[src/rtl/rgb_to_yuv444.sv]
// Two-pixel-per-word RGB to YUV444 (BT.601 studio range) converter, 3-stage elastic pipeline.
// Optional frame statistics outputs are enabled by defining RGB_TO_YUV444_STATS_EN.
module rgb_to_yuv444 #(
  parameter int DATA_WIDTH = 64
) (
  input  logic                  clk,
  input  logic                  rst,
  input  logic                  src_valid,
  output logic                  src_ready,
  input  logic [DATA_WIDTH-1:0] src_data,
  input  logic                  src_last,
  output logic                  dst_valid,
  input  logic                  dst_ready,
  output logic [DATA_WIDTH-1:0] dst_data,
  output logic                  dst_last
`ifdef RGB_TO_YUV444_STATS_EN
  ,
  output logic [31:0]           frame_words,
  output logic                  frame_done
`endif
);

  localparam int PIX    = 2;
  localparam int COEF_W = 10;
  localparam int PROD_W = 18;

  // Row-major: Y, U, V rows; columns R, G, B.
  localparam logic signed [COEF_W-1:0] COEF [9] = '{
    10'sd66,  10'sd129, 10'sd25,
    -10'sd38, -10'sd74, 10'sd112,
    10'sd112, -10'sd94, -10'sd18
  };
  localparam logic [8:0] OFFS [3] = '{9'd16, 9'd128, 9'd128};

  function automatic logic signed [PROD_W-1:0] mul_coef(input logic [7:0] x,
                                                        input logic signed [COEF_W-1:0] c);
    logic signed [PROD_W-1:0] xs;
    logic signed [PROD_W-1:0] cs;
    xs = {{(PROD_W-8){1'b0}}, x};
    cs = {{(PROD_W-COEF_W){c[COEF_W-1]}}, c};
    return xs * cs;
  endfunction

  function automatic logic [7:0] sat_pix(input logic signed [PROD_W-1:0] s,
                                         input logic [8:0] off);
    logic signed [PROD_W-1:0] t;
    t = (s >>> 8) + $signed({{(PROD_W-9){1'b0}}, off});
    if (t < 0)
      return 8'd0;
    else if (t > 255)
      return 8'd255;
    else
      return t[7:0];
  endfunction

  logic                     vld_p0_q, vld_p0_d;
  logic                     vld_p1_q, vld_p1_d;
  logic                     vld_p2_q, vld_p2_d;
  logic                     last_p0_q, last_p0_d;
  logic                     last_p1_q, last_p1_d;
  logic                     last_p2_q, last_p2_d;
  logic signed [PROD_W-1:0] prod_p0_q [PIX][9];
  logic signed [PROD_W-1:0] prod_p0_d [PIX][9];
  logic signed [PROD_W-1:0] sum_p1_q  [PIX][3];
  logic signed [PROD_W-1:0] sum_p1_d  [PIX][3];
  logic [23:0]              pix_p2_q  [PIX];
  logic [23:0]              pix_p2_d  [PIX];

  logic rdy_p0, rdy_p1, rdy_p2;
  logic unused_pad;

  // A stage can take new contents when empty or when its word leaves this cycle.
  assign rdy_p2    = ~vld_p2_q | dst_ready;
  assign rdy_p1    = ~vld_p1_q | rdy_p2;
  assign rdy_p0    = ~vld_p0_q | rdy_p1;
  assign src_ready = rdy_p0 & ~rst;
  assign unused_pad = ^{src_data[63:56], src_data[31:24]};

  always_comb begin
    vld_p0_d  = rdy_p0 ? src_valid : vld_p0_q;
    vld_p1_d  = rdy_p1 ? vld_p0_q  : vld_p1_q;
    vld_p2_d  = rdy_p2 ? vld_p1_q  : vld_p2_q;
    last_p0_d = last_p0_q;
    last_p1_d = last_p1_q;
    last_p2_d = last_p2_q;
    if (rdy_p0 && src_valid) last_p0_d = src_last;
    if (rdy_p1 && vld_p0_q)  last_p1_d = last_p0_q;
    if (rdy_p2 && vld_p1_q)  last_p2_d = last_p1_q;
  end

  // S1: per-channel coefficient products
  always_comb begin
    prod_p0_d = prod_p0_q;
    if (rdy_p0 && src_valid) begin
      for (int p = 0; p < PIX; p++) begin
        for (int k = 0; k < 3; k++) begin
          prod_p0_d[p][3*k]   = mul_coef(src_data[32*p+16 +: 8], COEF[3*k]);
          prod_p0_d[p][3*k+1] = mul_coef(src_data[32*p+8  +: 8], COEF[3*k+1]);
          prod_p0_d[p][3*k+2] = mul_coef(src_data[32*p    +: 8], COEF[3*k+2]);
        end
      end
    end
  end

  // S2: row sums including the rounding constant
  always_comb begin
    sum_p1_d = sum_p1_q;
    if (rdy_p1 && vld_p0_q) begin
      for (int p = 0; p < PIX; p++) begin
        for (int k = 0; k < 3; k++) begin
          sum_p1_d[p][k] = prod_p0_q[p][3*k] + prod_p0_q[p][3*k+1] +
                           prod_p0_q[p][3*k+2] + 18'sd128;
        end
      end
    end
  end

  // S3: scale, offset and clamp into {V, U, Y}
  always_comb begin
    pix_p2_d = pix_p2_q;
    if (rdy_p2 && vld_p1_q) begin
      for (int p = 0; p < PIX; p++) begin
        pix_p2_d[p] = {sat_pix(sum_p1_q[p][2], OFFS[2]),
                       sat_pix(sum_p1_q[p][1], OFFS[1]),
                       sat_pix(sum_p1_q[p][0], OFFS[0])};
      end
    end
  end

  always_ff @(posedge clk or posedge rst) begin
    if (rst) begin
      vld_p0_q <= 1'b0;
      vld_p1_q <= 1'b0;
      vld_p2_q <= 1'b0;
    end else begin
      vld_p0_q <= vld_p0_d;
      vld_p1_q <= vld_p1_d;
      vld_p2_q <= vld_p2_d;
    end
  end

  always_ff @(posedge clk) begin
    last_p0_q <= last_p0_d;
    last_p1_q <= last_p1_d;
    last_p2_q <= last_p2_d;
    prod_p0_q <= prod_p0_d;
    sum_p1_q  <= sum_p1_d;
    pix_p2_q  <= pix_p2_d;
  end

  // Output word is forced to zero whenever S3 is empty, which also covers reset.
  assign dst_valid = vld_p2_q;
  assign dst_last  = vld_p2_q & last_p2_q;
  assign dst_data  = vld_p2_q ? {8'h00, pix_p2_q[1], 8'h00, pix_p2_q[0]} : '0;

`ifdef RGB_TO_YUV444_STATS_EN
  logic [31:0] words_q, words_d;
  logic        done_q, done_d;
  logic        hs;

  assign hs = dst_valid & dst_ready;

  always_comb begin
    done_d  = hs & dst_last;
    words_d = done_q ? {31'd0, hs} : words_q + {31'd0, hs};
  end

  always_ff @(posedge clk or posedge rst) begin
    if (rst) begin
      words_q <= 32'd0;
      done_q  <= 1'b0;
    end else begin
      words_q <= words_d;
      done_q  <= done_d;
    end
  end

  assign frame_words = words_q;
  assign frame_done  = done_q;
`endif

endmodule

[config.mk]
export PLATFORM = sky130hd
export DESIGN_NAME = rgb_to_yuv444
export DESIGN_NICKNAME = d
export VERILOG_FILES = /design/src/rtl/rgb_to_yuv444.sv
export SDC_FILE = /design/constraint.sdc
export NUM_CORES = 1
export LEC_CHECK = 0
export CAP_MARGIN = 20
export CORE_UTILIZATION = 45
export DETAILED_ROUTE_END_ITERATION = 16
export GPL_TIMING_DRIVEN = 0
export PLACE_DENSITY = 0.71
export SLEW_MARGIN = 30
export SYNTH_ARGS = -nofsm -noshare
export SYNTH_HDL_FRONTEND = slang
export SYNTH_SLANG_ARGS = --single-unit
[constraint.sdc]
create_clock -name clk -period 7.65 [get_ports clk]
set_input_delay 1.9125 -clock clk [delete_from_list [all_inputs] [get_ports clk]]
set_output_delay 1.9125 -clock clk [all_outputs]
set_load 0.05 [all_outputs]
==> parameters.txt, run 1 <==
Parameter                              Value

Clock network
  Number of hold buffers added after CTS    0
  Sink Count    344
  # H-tree levels    2
  Number of buffers added by the clock tree synthesis step    40
  Root buffer selected by CTS    sky130_fd_sc_hd__clkbuf_16
  Buffers inserted during post-CTS setup optimization    0
  Count of cells resized by post-cts repair    0
  Worst-Skew Late Latency    0.55 ns
  CTS tree    done
  Clock edge transition at the registers on the reported setup and hold paths    0.06 ns
  Max Buffers Root-to-Sink    3

Layout
  Fill cells    5394
  Antenna Cells    0
  Share of layout cells above drive strength 1    4.10%
  Nets    3397
  Finished Cell Area    32100 µm²
  Relative area change from synthesis to final layout    12.5%

Synth
  Share of async-settable or async-resettable flops after synthesis    0.872%
  Warnings, synthesis    0
  Distinct cell type count of the synthesized netlist    66
  Netlist Area Pre-Place    28600 µm²
  Cells after Synth    2387
  Average cell area after synthesis    12.0 µm²
  Share of the yosys chip area belonging to registers    36.1%
  Most frequent cells after synthesis    577 x sky130_fd_sc_hd__ha_1, 344 x sky130_fd_sc_hd__inv_1, 341 x sky130_fd_sc_hd__edfxtp_1, 196 x sky130_fd_sc_hd__fa_1, 127 x sky130_fd_sc_hd__nor2_1
  Area share of the largest cell type after synthesis    35.8%
  Most numerous cell in the Yosys netlist    sky130_fd_sc_hd__ha_1
  Number of flops mapped to enable cells by yosys    341
  Dominant cells by area after synthesis    sky130_fd_sc_hd__edfxtp_1 36%, sky130_fd_sc_hd__ha_1 25%, sky130_fd_sc_hd__fa_1 14%
  Most used flip-flop cell after synthesis    sky130_fd_sc_hd__edfxtp_1
  Cell type with the highest aggregate area in the netlist    sky130_fd_sc_hd__edfxtp_1
  Register bit count reported by yosys    344

Detailed routing
  Routed Antenna Nets    0
  Vias per Instance    5.13
  Total routed wirelength    57.6 mm
  First DRT Iteration DRCs    1005
  Number of detailed-route iterations in the first pass    5
  DR vias    17600
  Total DRC errors in the routed layout    0
  Final routed wire length divided by cell count    16.8 µm

STA
  Number of hold-slack violations in the final timing report    0
  Final number of max-transition violations    0
  Share of the clock period used by the worst path after layout    84.1%
  Remaining max-slew budget at the tightest pin    33.6%
  Finish-stage setup viols    0
  Final min period    6.43 ns
  Transition at the pin with the smallest max-transition slack    0.971 ns
  Accumulated negative setup slack    0 ns
  Worst hold margin    0.425 ns
  Minimum setup slack in the final design    1.22 ns
  Post-route clock skew    0.0202 ns
  Unrepaired setup endpoints after global routing    no
  Achievable frequency    156 MHz

Floorplanning
  Floorplan row count    92
  Top-Level Pins    136
  Initial standard-cell utilization of the core    45.4%
  Die span in y    254 µm
  Core outline area    63000 µm²
  Horizontal die dimension    254 µm
  Area enclosed by the die boundary    64500 µm²

Global routing
  Number of antenna violations at the first check in global routing    0
  Wire length of the first global-routing pass    93.0 mm
  Number of global-route vias before repair    18100
  Total global routing overflow    0
  Total global-route track usage    18.4%
  Maximum number of pins on one net before global-route repair    55

Setup path
  Critical-path top delay cell    sky130_fd_sc_hd__a2111oi_0
  Most numerous cell on the critical path    sky130_fd_sc_hd__ha_1
  CP max stage delay    0.84 ns
  Critical Path Start Type    primary input
  Register-to-Register Path Depth    10
  Required time of the critical path    7.87 ns
  Category of the worst setup path capture point    register
  Source of the worst register-to-register timing path    prod_p0_q[222]
  Crit path arrival time    6.65 ns
  Category of the most critical setup path    primary input to register
  Destination of the worst register-to-register timing path    sum_p1_q[89]
  Reg-to-reg slack, setup    3.98 ns
  Largest fanout on the critical path    8
  Cells along the critical path    clkdlybuf4s50_1 -> inv_1 -> ha_1 -> ha_1 -> inv_1 -> fa_1 -> inv_1 -> ha_1 -> ha_1 -> a21o_1 -> a21oi_1 -> o21bai_1 -> a21oi_1 -> o21ai_0 -> mux2i_1 -> a2111oi_0

Place
  Post-place instance area    30900 µm²
  I/O Buffers    103
  Final HPWL DP    47.6 mm
  Weighted congestion at the end of routability-driven global placement    0.858
  Placement Setup Slack    0.801 ns

Pwr
  Cell area power density    364 nW/µm²
  Overall power    11700 µW
  Reported leakage power    0.0146 µW
  Worst vdd ir    0.219 mV

Job
  Max-cap violations    0

Worst hold path
  Hold path endpoint    last_p2_q
  Worst Hold Launch    last_p1_q
  Worst hold path type    register to register
  Hold path cells    0

Outcome
  Result of the run    complete, no violations
==> layout by cell type, fill, tap and decap left out, types with 13 or more instances in the layout <==
cell                              instances
sky130_fd_sc_hd__conb_1                  16
sky130_fd_sc_hd__clkdlybuf4s50_1        103
sky130_fd_sc_hd__xnor2_1                110
sky130_fd_sc_hd__ha_1                   577
sky130_fd_sc_hd__o21bai_1                19
sky130_fd_sc_hd__a21o_1                  44
sky130_fd_sc_hd__nor2b_1                 14
sky130_fd_sc_hd__xor2_1                  58
sky130_fd_sc_hd__nand3_1                 22
sky130_fd_sc_hd__fa_1                   196
sky130_fd_sc_hd__nor3_1                  13
sky130_fd_sc_hd__edfxtp_1               341
sky130_fd_sc_hd__nand2_1                 65
sky130_fd_sc_hd__nor2_1                 127
sky130_fd_sc_hd__nand2b_1                15
sky130_fd_sc_hd__o21a_1                  18
sky130_fd_sc_hd__a21oi_1                121
sky130_fd_sc_hd__and3_1                  13
sky130_fd_sc_hd__o21ai_0                 61
sky130_fd_sc_hd__and2_1                  58
sky130_fd_sc_hd__inv_1                  344
sky130_fd_sc_hd__buf_4                   16
sky130_fd_sc_hd__clkbuf_16               41
==> stage by stage <==
step,utilization (%),cells
2_1_floorplan,-,2402
3_3_place_gp,48.8,3351
3_5_place_dp,49.1,3359
4_1_cts,51.0,3429
5_1_grt,51.0,3429
6_report,51.0,3429
==> power by group <==
group	total, µW	switching, µW	internal, µW	leakage (µW)
logic	6500	3770	2730	0.0107
registers	3410	309	3100	0.00331
clock network	1780	764	1010	0.000590
==> cell type report <==
class	count	area (µm²)	area share, %
Multi-Input combinational cell	1693	16900	52.6
Sequential cell	344	10300	32.1
Inverter	344	1290	4.02
Timing Repair Buffer	111	1230	3.82
Tap cell	846	1060	3.29
Clock buffer	47	1050	3.26
Clock inverter	23	155	0.483
Buffer	21	139	0.432
==> worst max-delay path: cells and delay by family <==
family / cells / cell delay (ns)
buffers and inverters: 4 / 1.03
multiplexers: 1 / 0.16
AO/OA/AOI/OAI: 6 / 1.72
adder cells (fa/ha/maj): 5 / 1.81
==> per-layer routing <==
layer / wire length, µm / share of wire (%) / global-route usage, %
met5: 0 / 0 / 0
met4: 1240 / 2.2 / 4.73
met3: 2520 / 4.4 / 2.78
met2: 26700 / 46 / 29.9
met1: 27100 / 47 / 25.7
==> state kept, by name (all words and copies together), names as in the netlist <==
name	count
last_p2_q	1
last_p1_q	1
vld_p1_q	1
pix_p2_q	48
vld_p0_q	1
sum_p1_q	60
prod_p0_q	230
last_p0_q	1
dst_valid	1
==> cell families after synthesis <==
| group | after synthesis | share of synthesized area, % |
|---|---|---|
| and+or+nand+nor | 391 | 6.89 |
| AOI/OAI and AO/OA | 336 | 7.56 |
| muxes | 8 | 0.285 |
| adders and majority gates | 774 | 39.0 |
| DFF | 344 | 36.1 |
| xor gates and xnor gates | 168 | 5.15 |
| buffers and inverters | 365 | 5.00 |
| other | 1 | 0.0131 |
==> worst max path at each step <==
stage	start	depth (start not counted)	slack, ns	end
floorplan	src_data[10]	16	2.26	prod_p0_q[250]
global placement	dst_ready	4	0.62	prod_p0_q[62]
detailed placement	src_data[21]	16	0.80	prod_p0_q[268]
CTS	src_data[9]	16	1.37	prod_p0_q[196]
global route	src_data[9]	16	1.02	prod_p0_q[196]
finish	src_data[9]	16	1.22	prod_p0_q[196]
(Power assumes the default switching activity.)
==> run 2, diff against run 1 <==
Settings changed: PLACE_DENSITY 0.71 to 0.74.
Clock period 7.65 ns to 5.2 ns, I/O delays scaled along.
==> parameters.txt, run 2 (synthesis results as in run 1) <==
Parameter                              Value

Layout
  Relative area change from synthesis to final layout    13.2%
  Most frequent cells in the layout    577 x sky130_fd_sc_hd__ha_1, 344 x sky130_fd_sc_hd__inv_1, 341 x sky130_fd_sc_hd__edfxtp_1, 196 x sky130_fd_sc_hd__fa_1, 127 x sky130_fd_sc_hd__nor2_1
  Most frequent standard cell in the layout excluding fill and tap cells    sky130_fd_sc_hd__ha_1
  Share of layout cells above drive strength 1    4.91%
  Nets    3398
  Antenna Cells    0
  Largest registers    prod_p0_q x230, sum_p1_q x60, pix_p2_q x48
  Fill cells    5323
  Post-route insts no fill    3433
  Top register by number of flip-flops    prod_p0_q
  Max reg flops    230

STA
  Number of hold-slack violations in the final timing report    0
  Accumulated negative setup slack    0 ns
  Final min period    5.06 ns
  Transition at the pin with the smallest max-transition slack    0.797 ns
  Achievable frequency    198 MHz
  Worst hold margin    0.420 ns
  Share of the clock period used by the worst path after layout    97.2%
  Remaining max-slew budget at the tightest pin    46.4%
  Unrepaired setup endpoints after global routing    no
  Finish-stage setup viols    0
  Post-route clock skew    0.0381 ns
  Final number of max-transition violations    0

Detailed routing
  Total routed wirelength    57.4 mm
  DR vias    17700
  Final routed wire length divided by cell count    16.7 µm
  Uppermost layer routed    met4
  Number of detailed-route iterations in the first pass    5
  First DRT Iteration DRCs    951
  Routed Antenna Nets    0
  Wire length on met2    28.5 mm
  Wl on met1    25.4 mm
  Total DRC errors in the routed layout    0
  Vias per Instance    5.14
  Wire length on met3    1.92 mm

Setup path
  Required time of the critical path    5.51 ns
  Largest fanout on the critical path    8
  Critical-path top delay cell    sky130_fd_sc_hd__dlygate4sd2_1
  Category of the most critical setup path    primary input to register
  Crit path buffers/inverters    3
  Category of the worst setup path capture point    register
  Critical Path Start Type    primary input
  Largest delay share family, worst path    adder cells
  Cells along the critical path    dlygate4sd2_1 -> inv_1 -> ha_1 -> fa_1 -> fa_1 -> fa_1 -> inv_1 -> ha_1 -> or3_1 -> o21ai_0 -> o31ai_1 -> nor2_1 -> a21oi_1 -> xnor2_1
  CP max stage delay    0.58 ns
  Most numerous cell on the critical path    sky130_fd_sc_hd__fa_1
  Crit path arrival time    5.36 ns

Place
  Final HPWL DP    46.3 mm
  Count of placed standard cells including taps    3359
  Weighted congestion at the end of routability-driven global placement    0.856
  I/O Buffers    103

Clock network
  Number of buffers added by the clock tree synthesis step    41
  Clock edge transition at the registers on the reported setup and hold paths    0.06 ns
  Sink Count    344
  CTS tree    done
  Buffers inserted during post-CTS setup optimization    0
  Max Buffers Root-to-Sink    3
  # H-tree levels    2
  Root buffer selected by CTS    sky130_fd_sc_hd__clkbuf_16
  Worst-Skew Late Latency    0.59 ns

Floorplanning
  Floorplan row count    92
  Horizontal die dimension    254 µm
  Top-Level Pins    136
  Core outline area    63000 µm²
  Area enclosed by the die boundary    64500 µm²
  Die span in y    254 µm
  Initial standard-cell utilization of the core    45.4%

Outcome
  Result of the run    complete, no violations

Global routing
  Number of antenna violations at the first check in global routing    0
  Maximum number of pins on one net before global-route repair    52
  Total global routing overflow    0
  Total global-route track usage    18.3%
  Wire length of the first global-routing pass    92.9 mm
  Number of global-route vias before repair    18500

Worst hold path
  Worst hold path type    register to register

Job
  Max-cap violations    0

Pwr
  Reported leakage power    0.0148 µW
  Worst vdd ir    0.324 mV
  Cell area power density    534 nW/µm²
  Overall power    17300 µW
## run 2: worst paths after layout
check	from	end	slack (ns)	cells after the start
hold / removal	last_p0_q	last_p1_q	0.42	0
hold reg to reg	last_p0_q	last_p1_q	0.42	0
setup / recovery	src_data[45]	prod_p0_q[88]	0.14	14
setup reg to reg	prod_p0_q[6]	sum_p1_q[17]	1.66	10
min in group asynchronous	rst	dst_valid	0.94	2
max in group asynchronous	rst	vld_p0_q	4.14	2
## run 2: cell type report
cell class	instances	area (µm²)	share of cell area (%)
multi-input cells	1693	16900	52.2
flip-flops and latches	344	10300	31.9
inverters	344	1290	3.99
repair buffers	111	1190	3.69
well taps	846	1060	3.27
clock buffers	48	1050	3.25
clock inverters	26	404	1.25
plain buffers	21	139	0.429
## run 2: through the flow
stage | setup WS (ns) | utilization [%] | instance area, µm²
floorplan | 0.422 | - | 28600
global placement | -1.34 | 48.8 | 30700
detailed placement | -0.914 | 49.1 | 30900
CTS | 0.00415 | 51.4 | 32400
global route | 0.000155 | 51.4 | 32400
finish | 0.144 | 51.4 | 32400
## run 2: repair_timing
| item | CTS | global route |
|---|---|---|
| cloned | 0 | 0 |
| endpoints found under the hold margin | 0 | 0 |
| hold buffers | 0 | 0 |
| setup endpoints to repair | 10 | 16 |
| resized for setup | 18 | 38 |
## run 2: per-layer routing
metal  vias to the layer above  global-route usage, %
li1                       8652                      -
met1                      8617                   23.4
met2                       291                   31.9
met3                        95                   2.48
met4                         0                   5.97
met5                         -                      0
## run 2: report_power, final
part           switching [µW]  internal [µW]  total [µW]
sequential                468           4560        5020
combinational            5160           4000        9160
clock                    1220           1870        3090
==> run 3, diff against run 2 <==
Settings changed: ABC_CLOCK_PERIOD_IN_PS from default to 5200.
==> results of run 3 <==
Final layout, timing and power as in run 2 (identical DEF).
